**src/rtl/jtcps1_starfield_n_pkg.sv**
```systemverilog
// Shared constants and helpers for the CPS1 star field generator.
//   SEED_LO   : low 10 bits of every reseed value (inverted on odd layers)
//   SEED_XOR  : pattern XORed into the top nibble of the seed (inverted on odd layers)
//   STAR_CLR  : pixel code meaning "no star here"
//   star_seed : builds the 23-bit reseed word from the layer parity and the scrolled line
package jtcps1_starfield_n_pkg;

   localparam logic [9:0] SEED_LO  = 10'h55;
   localparam logic [3:0] SEED_XOR = 4'b0110;
   localparam logic [3:0] STAR_CLR = 4'hf;

   typedef logic [8:0] pix9_t;

   // b selects the odd/even flavour so adjacent layers never share a sequence.
   function automatic logic [22:0] star_seed(input logic b, input pix9_t v);
      return {SEED_XOR ^ {4{b}} ^ {v[3:2], v[7:6]}, v[3:0], v[8:4], SEED_LO ^ {10{b}}};
   endfunction

endpackage

```
**src/rtl/jtcps1_starfield_n_lfsr.sv**
```systemverilog
// One star layer: LFSR, horizontal pre-roll counter and reseed logic.
// Ports:
//   clk, rst   : video clock, synchronous active-high reset
//   pxl_cen    : pixel clock enable, steps the LFSR outside of blanking
//   load       : HB|VB, blanking window
//   load_rise  : first cycle of blanking, reseeds the layer
//   vpos       : latched vertical scroll for this layer
//   vdump      : current line
//   hpos       : latched horizontal scroll, number of pre-roll steps
//   low        : poly[DENS+6:0], everything the output stage needs
module jtcps1_starfield_n_lfsr
   import jtcps1_starfield_n_pkg::*;
#(
   parameter int   PW   = 23,
   parameter int   TAPA = 21,
   parameter int   TAPB = 17,
   parameter int   DENS = 9,
   parameter logic B    = 1'b0
)(
   input  logic            clk,
   input  logic            rst,
   input  logic            pxl_cen,
   input  logic            load,
   input  logic            load_rise,
   input  logic [8:0]      vpos,
   input  logic [8:0]      vdump,
   input  logic [8:0]      hpos,
   output logic [DENS+6:0] low
);

   logic [PW-1:0] poly;
   logic [8:0]    cnt;
   pix9_t         v;
   logic          step;

   assign v = vpos + vdump;

   // During blanking the sequence pre-rolls at clk rate until the scroll
   // count is used up; outside blanking it follows the pixel enable.
   // An unfinished pre-roll simply keeps counting down at pixel rate.
   assign step = load ? (cnt != 9'd0) : pxl_cen;

   always_ff @(posedge clk) begin
      if (rst) begin
         poly <= '0;
         cnt  <= '0;
      end else if (load_rise) begin
         poly <= PW'(star_seed(B, v));
         cnt  <= hpos;
      end else if (step) begin
         poly <= {poly[PW-2:0], ~(poly[TAPA] ^ poly[TAPB])};
         if (cnt != 9'd0) cnt <= cnt - 9'd1;
      end
   end

   assign low = poly[DENS+6:0];

endmodule

```
**src/rtl/jtcps1_starfield_n.sv**
```systemverilog
// Multi-layer star field generator for the CPS1 video pipeline.
// Each layer owns an LFSR that is reseeded at the start of every blanking
// window and pre-rolled by its horizontal scroll. Scroll values and the colour
// cycle enables are latched once per frame on the rising edge of VB.
// Ports:
//   clk, rst   : video clock, synchronous active-high reset
//   pxl_cen    : pixel clock enable
//   HB, VB     : horizontal / vertical blank
//   vdump      : current line
//   hpos, vpos : per-layer scroll, layer k in bits [9k+8:9k]
//   layer_en   : per-layer visibility enable
//   cyc_en     : per-layer colour cycling enable
//   star       : per-layer 9-bit pixel code {2'd0, col[2:0], pix[3:0]}, pix 4'hf = transparent
module jtcps1_starfield_n
   import jtcps1_starfield_n_pkg::*;
#(
   parameter int LAYERS = 2,
   parameter int PW     = 23,
   parameter int TAPA   = 21,
   parameter int TAPB   = 17,
   parameter int DENS   = 9,
   parameter int CYC_SH = 3
)(
   input  logic                clk,
   input  logic                rst,
   input  logic                pxl_cen,
   input  logic                HB,
   input  logic                VB,
   input  logic [8:0]          vdump,
   input  logic [9*LAYERS-1:0] hpos,
   input  logic [9*LAYERS-1:0] vpos,
   input  logic [LAYERS-1:0]   layer_en,
   input  logic [LAYERS-1:0]   cyc_en,
   output logic [9*LAYERS-1:0] star
);

   logic                last_vb;
   logic                last_load;
   logic                load;
   logic                load_rise;
   logic                vb_rise;
   logic [9*LAYERS-1:0] hpos_sh;
   logic [9*LAYERS-1:0] vpos_sh;
   logic [LAYERS-1:0]   cyc_sh;
   logic [CYC_SH+2:0]   fcnt;

   assign load      = HB | VB;
   assign load_rise = load & ~last_load;
   assign vb_rise   = VB & ~last_vb;

   // Scroll writes from the CPU land whenever they like; the shadow copies
   // keep a frame internally consistent.
   always_ff @(posedge clk) begin
      if (rst) begin
         last_vb   <= 1'b0;
         last_load <= 1'b0;
         hpos_sh   <= '0;
         vpos_sh   <= '0;
         cyc_sh    <= '0;
         fcnt      <= '0;
      end else begin
         last_vb   <= VB;
         last_load <= load;
         if (vb_rise) begin
            hpos_sh <= hpos;
            vpos_sh <= vpos;
            cyc_sh  <= cyc_en;
            fcnt    <= fcnt + 1'b1;
         end
      end
   end

   for (genvar k = 0; k < LAYERS; k++) begin : g_layer
      logic [DENS+6:0] low;
      logic [2:0]      col;
      logic            lit;
      logic [8:0]      star_q;

      jtcps1_starfield_n_lfsr #(
         .PW   (PW),
         .TAPA (TAPA),
         .TAPB (TAPB),
         .DENS (DENS),
         .B    (1'(k % 2))
      ) u_lfsr (
         .clk       (clk),
         .rst       (rst),
         .pxl_cen   (pxl_cen),
         .load      (load),
         .load_rise (load_rise),
         .vpos      (vpos_sh[9*k +: 9]),
         .vdump     (vdump),
         .hpos      (hpos_sh[9*k +: 9]),
         .low       (low)
      );

      // Colour cycle: the top three frame counter bits rotate the palette.
      assign col = low[6:4] + (cyc_sh[k] ? fcnt[CYC_SH+2:CYC_SH] : 3'd0);
      // Disabled layers keep stepping so re-enabling stays aligned.
      assign lit = layer_en[k] & (&low[DENS+6:7]) & ~load;

      always_ff @(posedge clk) begin
         if (rst) star_q <= {5'd0, STAR_CLR};
         else     star_q <= {2'd0, col, lit ? low[3:0] : STAR_CLR};
      end

      assign star[9*k +: 9] = star_q;
   end

endmodule

```
**config.mk**
```make
export PLATFORM = sky130hd
export DESIGN_NAME = jtcps1_starfield_n
export DESIGN_NICKNAME = d
export VERILOG_FILES = /design/src/rtl/jtcps1_starfield_n_pkg.sv /design/src/rtl/jtcps1_starfield_n_lfsr.sv /design/src/rtl/jtcps1_starfield_n.sv
export SDC_FILE = /design/constraint.sdc
export NUM_CORES = 1
export LEC_CHECK = 0
export ABC_AREA = 1
export BUFFER_PORTS_ARGS = -buffer_cell sky130_fd_sc_hd__buf_2
export CAP_MARGIN = 20
export CORE_MARGIN = 3
export CORE_UTILIZATION = 53
export DETAILED_ROUTE_END_ITERATION = 12
export PLACE_DENSITY = 0.75
export SLEW_MARGIN = 20
export SYNTH_ARGS = -nofsm -noshare
export SYNTH_HDL_FRONTEND = slang
export SYNTH_SLANG_ARGS = --single-unit
```
**constraint.sdc**
```tcl
create_clock -name clk -period 2.1 [get_ports clk]
set_clock_uncertainty 0.15 [all_clocks]
set_input_delay 0.21 -clock clk [delete_from_list [all_inputs] [get_ports clk]]
set_output_delay 0.21 -clock clk [all_outputs]
set_load 0.05 [all_outputs]
```
* After elaboration in Yosys (flattened, before gate mapping) *
Cells that the tools add are included.

storage, ports and cells
  flip-flop bits (word level) = 126
  logic and storage cells = 70
  input port bits = 54

operators by class
  reduce and logical (&&, ||, !) cells = 13
  bitwise operators = 18
  mux-type cells = 14
  $add $sub $neg = 7

operators with widths
  kind                 count
  $mux 22              4
  $mux 9               6
  $add 9x9->9          2
  $reduce_and 9->1     2
  $reduce_bool 9->1    2
  $sub 9x1->9 const B  2
  $not 1->1            8
  $reduce_bool 2->1    4
  $add 3x3->3          2
  $add 6x1->6 const B  1
  $and 1x1->1          6
  $mux 3               2
  $reduce_or 2->1      3
  $reduce_and 2->1     2
  $mux 1               2
  $not 2->2            1
  $xor 1x1->1          2
  $or 1x1->1           1

* Depth between registers and ports, before layout *
Gate-level depths: netlist of run 1.

  depth in word-level cells = 5
  depth in mapped cells = 13

* Hierarchy *
From an unflattened synthesis of run 1, not the netlist that was laid out.

second synthesis, totals
  cell total of the unflattened synthesis = 955
  area, all modules = 6,660.1 um^2

modules (own cells, without submodules)
  module                                        seq. area each (um^2)  cells each  area each (um^2)  instances
  jtcps1_starfield_n                            1,201.2                294         2,369.8           1
  jtcps1_starfield_n_lfsr at g_layer[1].u_lfsr  620.6                  336         2,170.8           1
  jtcps1_starfield_n_lfsr at g_layer[0].u_lfsr  620.6                  325         2,119.5           1

* Worst setup path after synthesis of run 1 *
No wires, ideal clock.

  path type = flip-flop to flip-flop
  start point = register vpos_sh[12]
  end point = register g_layer[1].u_lfsr.poly[10]
  required time = 1.840 ns
  path buffers = 0
  setup time = 0.110 ns
  stages on the path, launching flop included = 9
  slack = 0.306 ns
  arrival = 1.534 ns
  path through = dfxtp_1 -> ha_1 -> or2_2 -> and2_1 -> or2_2 -> nand3_1 -> nand3_1 -> nand2_1 -> inv_1

on the way
  cells in the longest elaborated chain, start to end = 2

RTL lines
  element                 RTL line                       text
  start, declared         jtcps1_starfield_n.sv:43       logic [9*LAYERS-1:0] vpos_sh;
  start signal, assigned  jtcps1_starfield_n.sv:66       vpos_sh <= vpos;
  $add 9x9->9             jtcps1_starfield_n_lfsr.sv:36  assign v = vpos + vdump;
  $mux 22                 jtcps1_starfield_n_lfsr.sv:47  end else if (load_rise) begin
  end signal, assigned    jtcps1_starfield_n_lfsr.sv:48  poly <= PW'(star_seed(B, v));
  end signal, assigned    jtcps1_starfield_n_lfsr.sv:51  poly <= {poly[PW-2:0], ~(poly[TAPA] ^ poly[TAPB])};
  end, declared           jtcps1_starfield_n_lfsr.sv:31  logic [PW-1:0] poly;

Every way passes these cells.
A chain may end at the register's enable or synchronous reset.

* Worst setup path in the final report of run 1 *
  start point = input VB
  end point = register g_layer[1].u_lfsr.poly[21]

on the way
  cells in the longest elaborated chain, start to end = 3
  elaborated cells between the ends (all ways) = 5
  classes of those cells = 2 x mux; 2 x bitwise; 1 x reduce/logical

RTL lines
  element                                       RTL line                                                 text
  start, declared                               jtcps1_starfield_n.sv:28                                 input logic VB,
  $or 1x1->1 *                                  jtcps1_starfield_n.sv:47                                 assign load = HB | VB;
  $and 1x1->1 or $mux 1 (tied branches)         jtcps1_starfield_n.sv:48, jtcps1_starfield_n_lfsr.sv:41
  $mux 22 or $reduce_bool 2->1 (tied branches)  n/a

Every way passes the cells marked *; elsewhere a longest branch is shown, timed or not.

==> results of run 1 <==
final timing paths:
| check | endpoint | slack (ns) | cells past startpoint |
|---|---|---|---|
| min | g_layer[1].u_lfsr.cnt[8]$_SDFFE_PP0P_ | 0.08 | 4 |
| min reg2reg | g_layer[0].star_q[0]$_SDFF_PP1_ | 0.30 | 2 |
| max | g_layer[1].u_lfsr.poly[21]$_SDFFE_PP0P_ | 0.15 | 11 |
| max reg2reg | g_layer[1].u_lfsr.poly[12]$_SDFFE_PP0P_ | 0.19 | 13 |
sequential cells by signal (all words and copies together) (netlist names):
register	count
g_layer.u_lfsr.poly	44
g_layer.u_lfsr.cnt	18
hpos_sh	18
vpos_sh	18
g_layer.star_q	14
fcnt	6
cyc_sh	2
last_load	1
last_vb	1
power breakdown:
part | total, uW | leakage (uW) | switching [uW] | internal [uW]
clock network | 2690 | 0.000275 | 993 | 1690
registers | 2780 | 0.00101 | 192 | 2590
logic | 1760 | 0.00243 | 1070 | 685
total | 7220 | 0.00371 | 2260 | 4970
critical path, cell delays in order:
cell and delay (ns):
dlygate4sd3_1 0.53, buf_2 0.15, nor2_4 0.16, buf_4 0.16
nor2_8 0.03, buf_4 0.18, buf_4 0.22, nand3_1 0.17
o21ai_0 0.11, a21oi_1 0.13, nor2_1 0.06
routing by layer:
| metal | track usage [%] | share of wire, % | wire [microns] | vias up |
|---|---|---|---|---|
| met5 | 0 | 0 | 0 | - |
| met4 | 10.1 | 2.5 | 373 | 0 |
| met3 | 5.60 | 5.1 | 755 | 33 |
| met2 | 37.5 | 45 | 6750 | 156 |
| met1 | 32.4 | 47 | 7000 | 2666 |
| li1 | - | - | - | 3067 |
metrics by stage:
step                setup TNS, ns  cell area, sq um  hold slack [ns]
detailed placement              0              6690            0.288
floorplan                       0              6210            0.185
global route             -0.00550              7670            0.101
finish                          0              7670           0.0786
CTS                             0              7650           0.0761
global placement                0              6690            0.282
logic make-up after synthesis:
group	synth area share [%]
AO/OA/AOI/OAI	11.1
XOR/XNOR	1.84
adder cells (fa/ha/maj)	5.53
buffers and inverters	10.5
flip-flops	39.4
other	0.0605
AND/OR/NAND/NOR	31.5
layout make-up:
| cell class | instances | area share [%] |
|---|---|---|
| clock buffer | 22 | 6.18 |
| clock inverter | 9 | 0.946 |
| inverter | 111 | 5.48 |
| multi-input combinational | 612 | 40.6 |
| sequential | 122 | 31.8 |
| tap | 140 | 2.28 |
| timing repair buffer | 136 | 12.6 |
repair_timing:
item	in CTS	in global routing
endpoints found under the setup margin	0	13
buffers inserted	0	2
resized for setup	0	4
hold buffers	41	0
endpoints found under the hold margin	42	0
cell usage in the layout, fill, tap and decap left out, types with 9 or more instances in the layout:
master,count
dlygate4sd3_1,41
nand2_1,148
clkbuf_16,17
o21ai_1,11
buf_4,27
a21oi_1,48
buf_2,67
nor2_1,140
ha_1,20
o21ai_0,69
nor3_1,12
dfxtp_1,122
nand3_1,78
nand4_1,25
inv_1,104
nand3b_1,9
==> results.json, run 1 <==
{
  "synth_top_area_share_pct": 39.4,
  "avgViaCountPerCell": 5.14,
  "avgSynthCellArea_sq_um": 7.00,
  "ys.flop_type": "dfxtp_1",
  "fill_cells": 932,
  "crit_path_end_kind": "flop",
  "diodes": 0,
  "cp-start-kind": "input port",
  "fin_crit_sh_pct": 93.1,
  "hpwl_microns": 9650,
  "area_growth_pct": 23.8,
  "rr_startpoint": "vpos_sh[9]$_SDFFE_PP0P_",
  "arrival_ns": 2.11,
  "ys_types": 40,
  "start_util_pct": 55.7,
  "hp-start": "pxl_cen",
  "final_util_pct": 68.9,
  "cap_violations": 0,
  "drc": 0,
  "final_cells": 1152,
  "synthTopCellsByArea": "dfxtp_1 39%, nand2_1 9.0%, nor2_1 8.5%",
  "cts_sinks": 122,
  "final_hold_viol_count": 0,
  "track_usage_pct": 24.1,
  "drt.antenna.violating_nets": 0,
  "die_h_microns": 114,
  "clk_path_buf_depth": 2,
  "die-area_sq_um": 13000,
  "async_reset_ff_share_pct": 0,
  "rsz0062_at_grt": "true",
  "crit_path_start": "VB",
  "cts_tree": "done",
  "synth.cell_area_sq_um": 6190,
  "layout.nets": 1079,
  "core-area_sq_um": 11100,
  "grt_pass1_vias": 5351,
  "grt_max_degree": 48,
  "grt_pass1_wl_microns": 25300,
  "fmax_mhz": 512,
  "pre_cts_ws_ns": 0.189,
  "yosysTopAreaCell": "dfxtp_1",
  "drt_iter0_markers": 428,
  "multi_input_area_sq_um": 3120,
  "numCtsBuffers": 17,
  "pin_count": 72,
  "status": "finished, final reports clean",
  "setup_viol": 0,
  "worst-path-max-fanout": 18,
  "ctsHtreeMaxLevel": 4,
  "rows": 38,
  "port_buffers": 67,
  "drive_above_1_share_pct": 15.0,
  "timing.final.ws_setup_ns": 0.146,
  "slew_viol_final": 0,
  "drt_wl_total_microns": 14900,
  "synth_seq_cells": 122,
  "p_total_uw": 7220,
  "dr.pass1.iters": 5,
  "register_area_sq_um": 2440,
  "post_drt_wl_per_cell_microns": 12.9,
  "min_period_ns": 1.95,
  "crit_type": "input port to flop",
  "ir_drop_v": 0.000784,
  "clk_latency_ns": 0.42,
  "cts-root-buf": "clkbuf_16",
  "crit_required_ns": 2.26,
  "yosysSeqAreaShare_pct": 39.4,
  "die_x_microns": 114,
  "dp.cells": 1078,
  "p_leak_uw": 0.00371,
  "dr_total_vias": 5922,
  "min-delay-path-class": "input port to flop",
  "ys_warn_count": 0,
  "overflow": 0,
  "antenna_found_initial": 0,
  "powerDensity_nw_per_um2": 942,
  "post-synth-top-count-cell": "nand2_1",
  "netlist_instances": 885,
  "clkSlewWorstSetupHoldPaths_ns": 0.05,
  "netlist_top_cells_count": "149 x nand2_1, 140 x nor2_1, 122 x dfxtp_1",
  "synth_edf_count": 0,
  "place_congestion": 0.912
}
Note: power is estimated with default switching activity, not from simulation.
==> run 2, diff against run 1 <==
Settings changed: ABC_AREA 1 to unset, PLACE_DENSITY 0.75 to 0.76.
==> run 2 against run 1 <==
  * Largest cell class unchanged
  * Fmax shrank 4.6%
  * Critical endpoint is now g_layer[1].u_lfsr.poly[18]$_SDFFE_PP0P_
  * Non-clock buffer count grew 7
  * Via count shrank 7.7%
==> results.json, run 2 <==
{
  "diodes": 0,
  "drive_above_1_share_pct": 18.9,
  "hpwl_microns": 10000,
  "internal-power_uw": 4970,
  "r2r_slack_ns": 0.05,
  "cp_cell_sequence": "inv_1 -> ha_1 -> nor3b_2 -> and3_1 -> a21o_2 -> a222oi_1 -> nor2_1",
  "ys_warn_count": 0,
  "rows": 37,
  "tightestPinTransition_ns": 0.605,
  "fin_crit_sh_pct": 97.5,
  "synth_fa_ha_area_share_pct": 5.89,
  "dr.pass1.iters": 8,
  "crit_path_end_kind": "flop",
  "reg2reg_depth": 7,
  "post-synth-top-count-cell": "nand2_1",
  "ys_types": 68,
  "timing.final.ws_setup_ns": 0.0522,
  "ctsHtreeMaxLevel": 4,
  "cts-root-buf": "clkbuf_8",
  "comb_power_share_pct": 20.7,
  "switching_power_uw": 2000,
  "seqPwrFrac_pct": 38.5,
  "core-area_sq_um": 10500,
  "synth_top_family_by_area": "simple AND/OR/NAND/NOR gates",
  "place_congestion": 0.911,
  "path_delay_family": "compound AO/OA/AOI/OAI gates",
  "pin_count": 72,
  "synth_mux_area_share_pct": 3.44,
  "layout.nets": 892,
  "avgViaCountPerCell": 5.68,
  "status": "finished, final reports clean",
  "synth_edf_count": 0,
  "p_total_uw": 6970,
  "setup_viol": 0,
  "start_util_pct": 55.4,
  "yosysSeqAreaShare_pct": 42.0,
  "swShare_pct": 28.6,
  "min_period_ns": 2.05,
  "fmax_mhz": 488,
  "track_usage_pct": 25.3,
  "arrival_ns": 2.29,
  "overflow": 0,
  "rsz0062_at_grt": "true",
  "final_util_pct": 71.6,
  "grt_pass1_vias": 5448,
  "synth_compound_area_share_pct": 19.0,
  "async_reset_ff_share_pct": 0,
  "drc": 0,
  "min_path_cells": 5,
  "clk_latency_ns": 0.52,
  "netlist_top_cells_count": "137 x nand2_1, 122 x dfxtp_1, 70 x a21oi_1",
  "post_drt_wl_per_cell_microns": 16.1,
  "mostFrequentLayoutCells": "137 x nand2_1, 121 x dfxtp_1, 70 x a21oi_1",
  "port_buffers": 67,
  "synth.cell_area_sq_um": 5820,
  "crit_required_ns": 2.34,
  "clk_path_buf_depth": 2,
  "drt_wl_total_microns": 15500,
  "die_x_microns": 111,
  "pre_cts_ws_ns": -0.0212,
  "antenna_found_initial": 0,
  "numCtsBuffers": 17,
  "largest-register": "g_layer.u_lfsr.poly",
  "hp-start": "vdump[7]",
  "synth_seq_cells": 122,
  "grt_pass1_wl_microns": 25700,
  "die_h_microns": 111,
  "rr_endpoint": "g_layer[1].u_lfsr.poly[18]$_SDFFE_PP0P_",
  "synth_top_area_share_pct": 42.0,
  "ys.flop_type": "dfxtp_1",
  "grt_max_degree": 61,
  "mostFrequentLayoutCell": "nand2_1",
  "drt_iter0_markers": 312,
  "synth-simple-area-share_pct": 21.4,
  "synthTopCellsByArea": "dfxtp_1 42%, nand2_1 8.8%, a21oi_1 6.0%",
  "cp-start-kind": "flop",
  "area_growth_pct": 29.3,
  "p_leak_uw": 0.00309,
  "powerDensity_nw_per_um2": 926,
  "final_hold_viol_count": 0,
  "drt.antenna.violating_nets": 0,
  "cap_violations": 0,
  "rr_startpoint": "g_layer[1].u_lfsr.cnt[0]$_SDFFE_PP0P_",
  "clkSlewWorstSetupHoldPaths_ns": 0.06,
  "ir_drop_v": 0.000692,
  "fill_cells": 735,
  "hold_end": "g_layer[0].u_lfsr.poly[14]$_SDFFE_PP0P_",
  "netlist_instances": 688,
  "avgSynthCellArea_sq_um": 8.46,
  "synth_xor_area_share_pct": 4.06,
  "relSlewSlack_pct": 59.6,
  "p_clk_share_pct": 40.8,
  "cpPeakStageDelay_ns": 0.37,
  "largest_reg_flops": 44,
  "dr_total_vias": 5467,
  "cts_tree": "done",
  "yosysTopAreaCell": "dfxtp_1",
  "cts_sinks": 122,
  "min-delay-path-class": "input port to flop",
  "die-area_sq_um": 12300,
  "timing.critical_path.buf_inv": 1,
  "slew_viol_final": 0,
  "worst-path-max-fanout": 9,
  "crit_type": "flop to flop",
  "cpMaxStageDelayCell": "dfxtp_1"
}
-- run 2: cell types whose count changed after synthesis, moves of 9 or more --
| cell | before | now |
|---|---|---|
| nand4_1 | 25 | 9 |
| nor2_1 | 140 | 46 |
| a31oi_1 | 0 | 15 |
| a211oi_1 | 0 | 10 |
| or3_1 | 0 | 9 |
| o21ai_0 | 70 | 19 |
| nor2b_1 | 0 | 10 |
| inv_1 | 105 | 10 |
| a21oi_1 | 48 | 70 |
| nand3_1 | 78 | 10 |
| mux2i_1 | 0 | 20 |
| nand2_1 | 149 | 137 |
-- run 2: worst min-delay path, delay by kind of cell --
family | cells | cell delay (ns)
adder cells (fa/ha/maj) | 1 | 0.14
buffers and inverters | 1 | 0.10
AO/OA/AOI/OAI | 2 | 0.13
AND/OR/NAND/NOR | 1 | 0.06
-- run 2: metal layers --
layer / vias to the layer above / part of all wire (%) / GRT usage (%)
met2: 196 / 50 / 43.8
met4: 0 / 2.2 / 8.70
met5: - / 0 / 0
li1: 2654 / - / -
met1: 2583 / 42 / 30.5
met3: 34 / 5.9 / 6.28
-- run 2: worst max-delay path by stage --
stage / end / cells after the start / slack [ns] / start
after global routing: g_layer[1].u_lfsr.poly[14]$_SDFFE_PP0P_ / 8 / -0.07 / vpos_sh[9]$_SDFFE_PP0P_
after detailed placement: g_layer[0].u_lfsr.poly[14]$_SDFFE_PP0P_ / 8 / -0.02 / vpos_sh[0]$_SDFFE_PP0P_
after CTS: g_layer[0].u_lfsr.cnt[6]$_SDFFE_PP0P_ / 7 / 0.008 / g_layer[0].u_lfsr.cnt[0]$_SDFFE_PP0P_
after global placement: g_layer[1].u_lfsr.poly[14]$_SDFFE_PP0P_ / 9 / 0.07 / vdump[0]
final: g_layer[1].u_lfsr.poly[18]$_SDFFE_PP0P_ / 7 / 0.05 / g_layer[1].u_lfsr.cnt[0]$_SDFFE_PP0P_
after floorplan: g_layer[1].u_lfsr.poly[18]$_SDFFE_PP0P_ / 9 / 0.05 / g_layer[1].u_lfsr.cnt[0]$_SDFFE_PP0P_
-- run 2: timing repair --
item	CTS	global route
setup endpoints to repair	1	30
pin swaps	0	6
buffers inserted	1	2
resized for setup	0	16
hold endpoints to repair	47	0
hold buffers	42	0
-- run 2: kinds of logic (layout without fill, tap and decap cells) --
family / count (synthesis) / count (layout)
and+or+nand+nor: 267 / 267
AOI/OAI and AO/OA: 175 / 175
DFF: 122 / 122
buffers and inverters: 51 / 186
xor gates and xnor gates: 27 / 27
adders and majority gates: 25 / 25
muxes: 20 / 20
other: 1 / 4
-- run 2: layout make-up --
class	instances	area (sq um)	area share, %
clock inverters	12	150	2.00
clock buffers	20	425	5.65
well taps	136	170	2.26
flip-flops and latches	122	2440	32.5
repair buffers	143	1060	14.1
multi-input cells	518	3230	43.0
inverters	11	41.3	0.549
-- run 2: power groups by stage --
stage               combinational [uW]  sequential (uW)  clock, uW
floorplan                          926             2700          0
global placement                  1260             2710          0
detailed placement                1300             2720          0
CTS                               1380             2670       2870
global route                      1580             2710       2980
finish                            1440             2680       2840
-- run 2: stage by stage --
stage               setup TNS (ns)  hold slack [ns]  instances  area (sq um)
global route                -0.104           0.0529        962          7520
CTS                              0           0.0161        960          7430
detailed placement         -0.0212            0.296        885          6420
finish                           0           0.0214        962          7520
floorplan                        0            0.188        691          5830
global placement                 0            0.286        885          6420
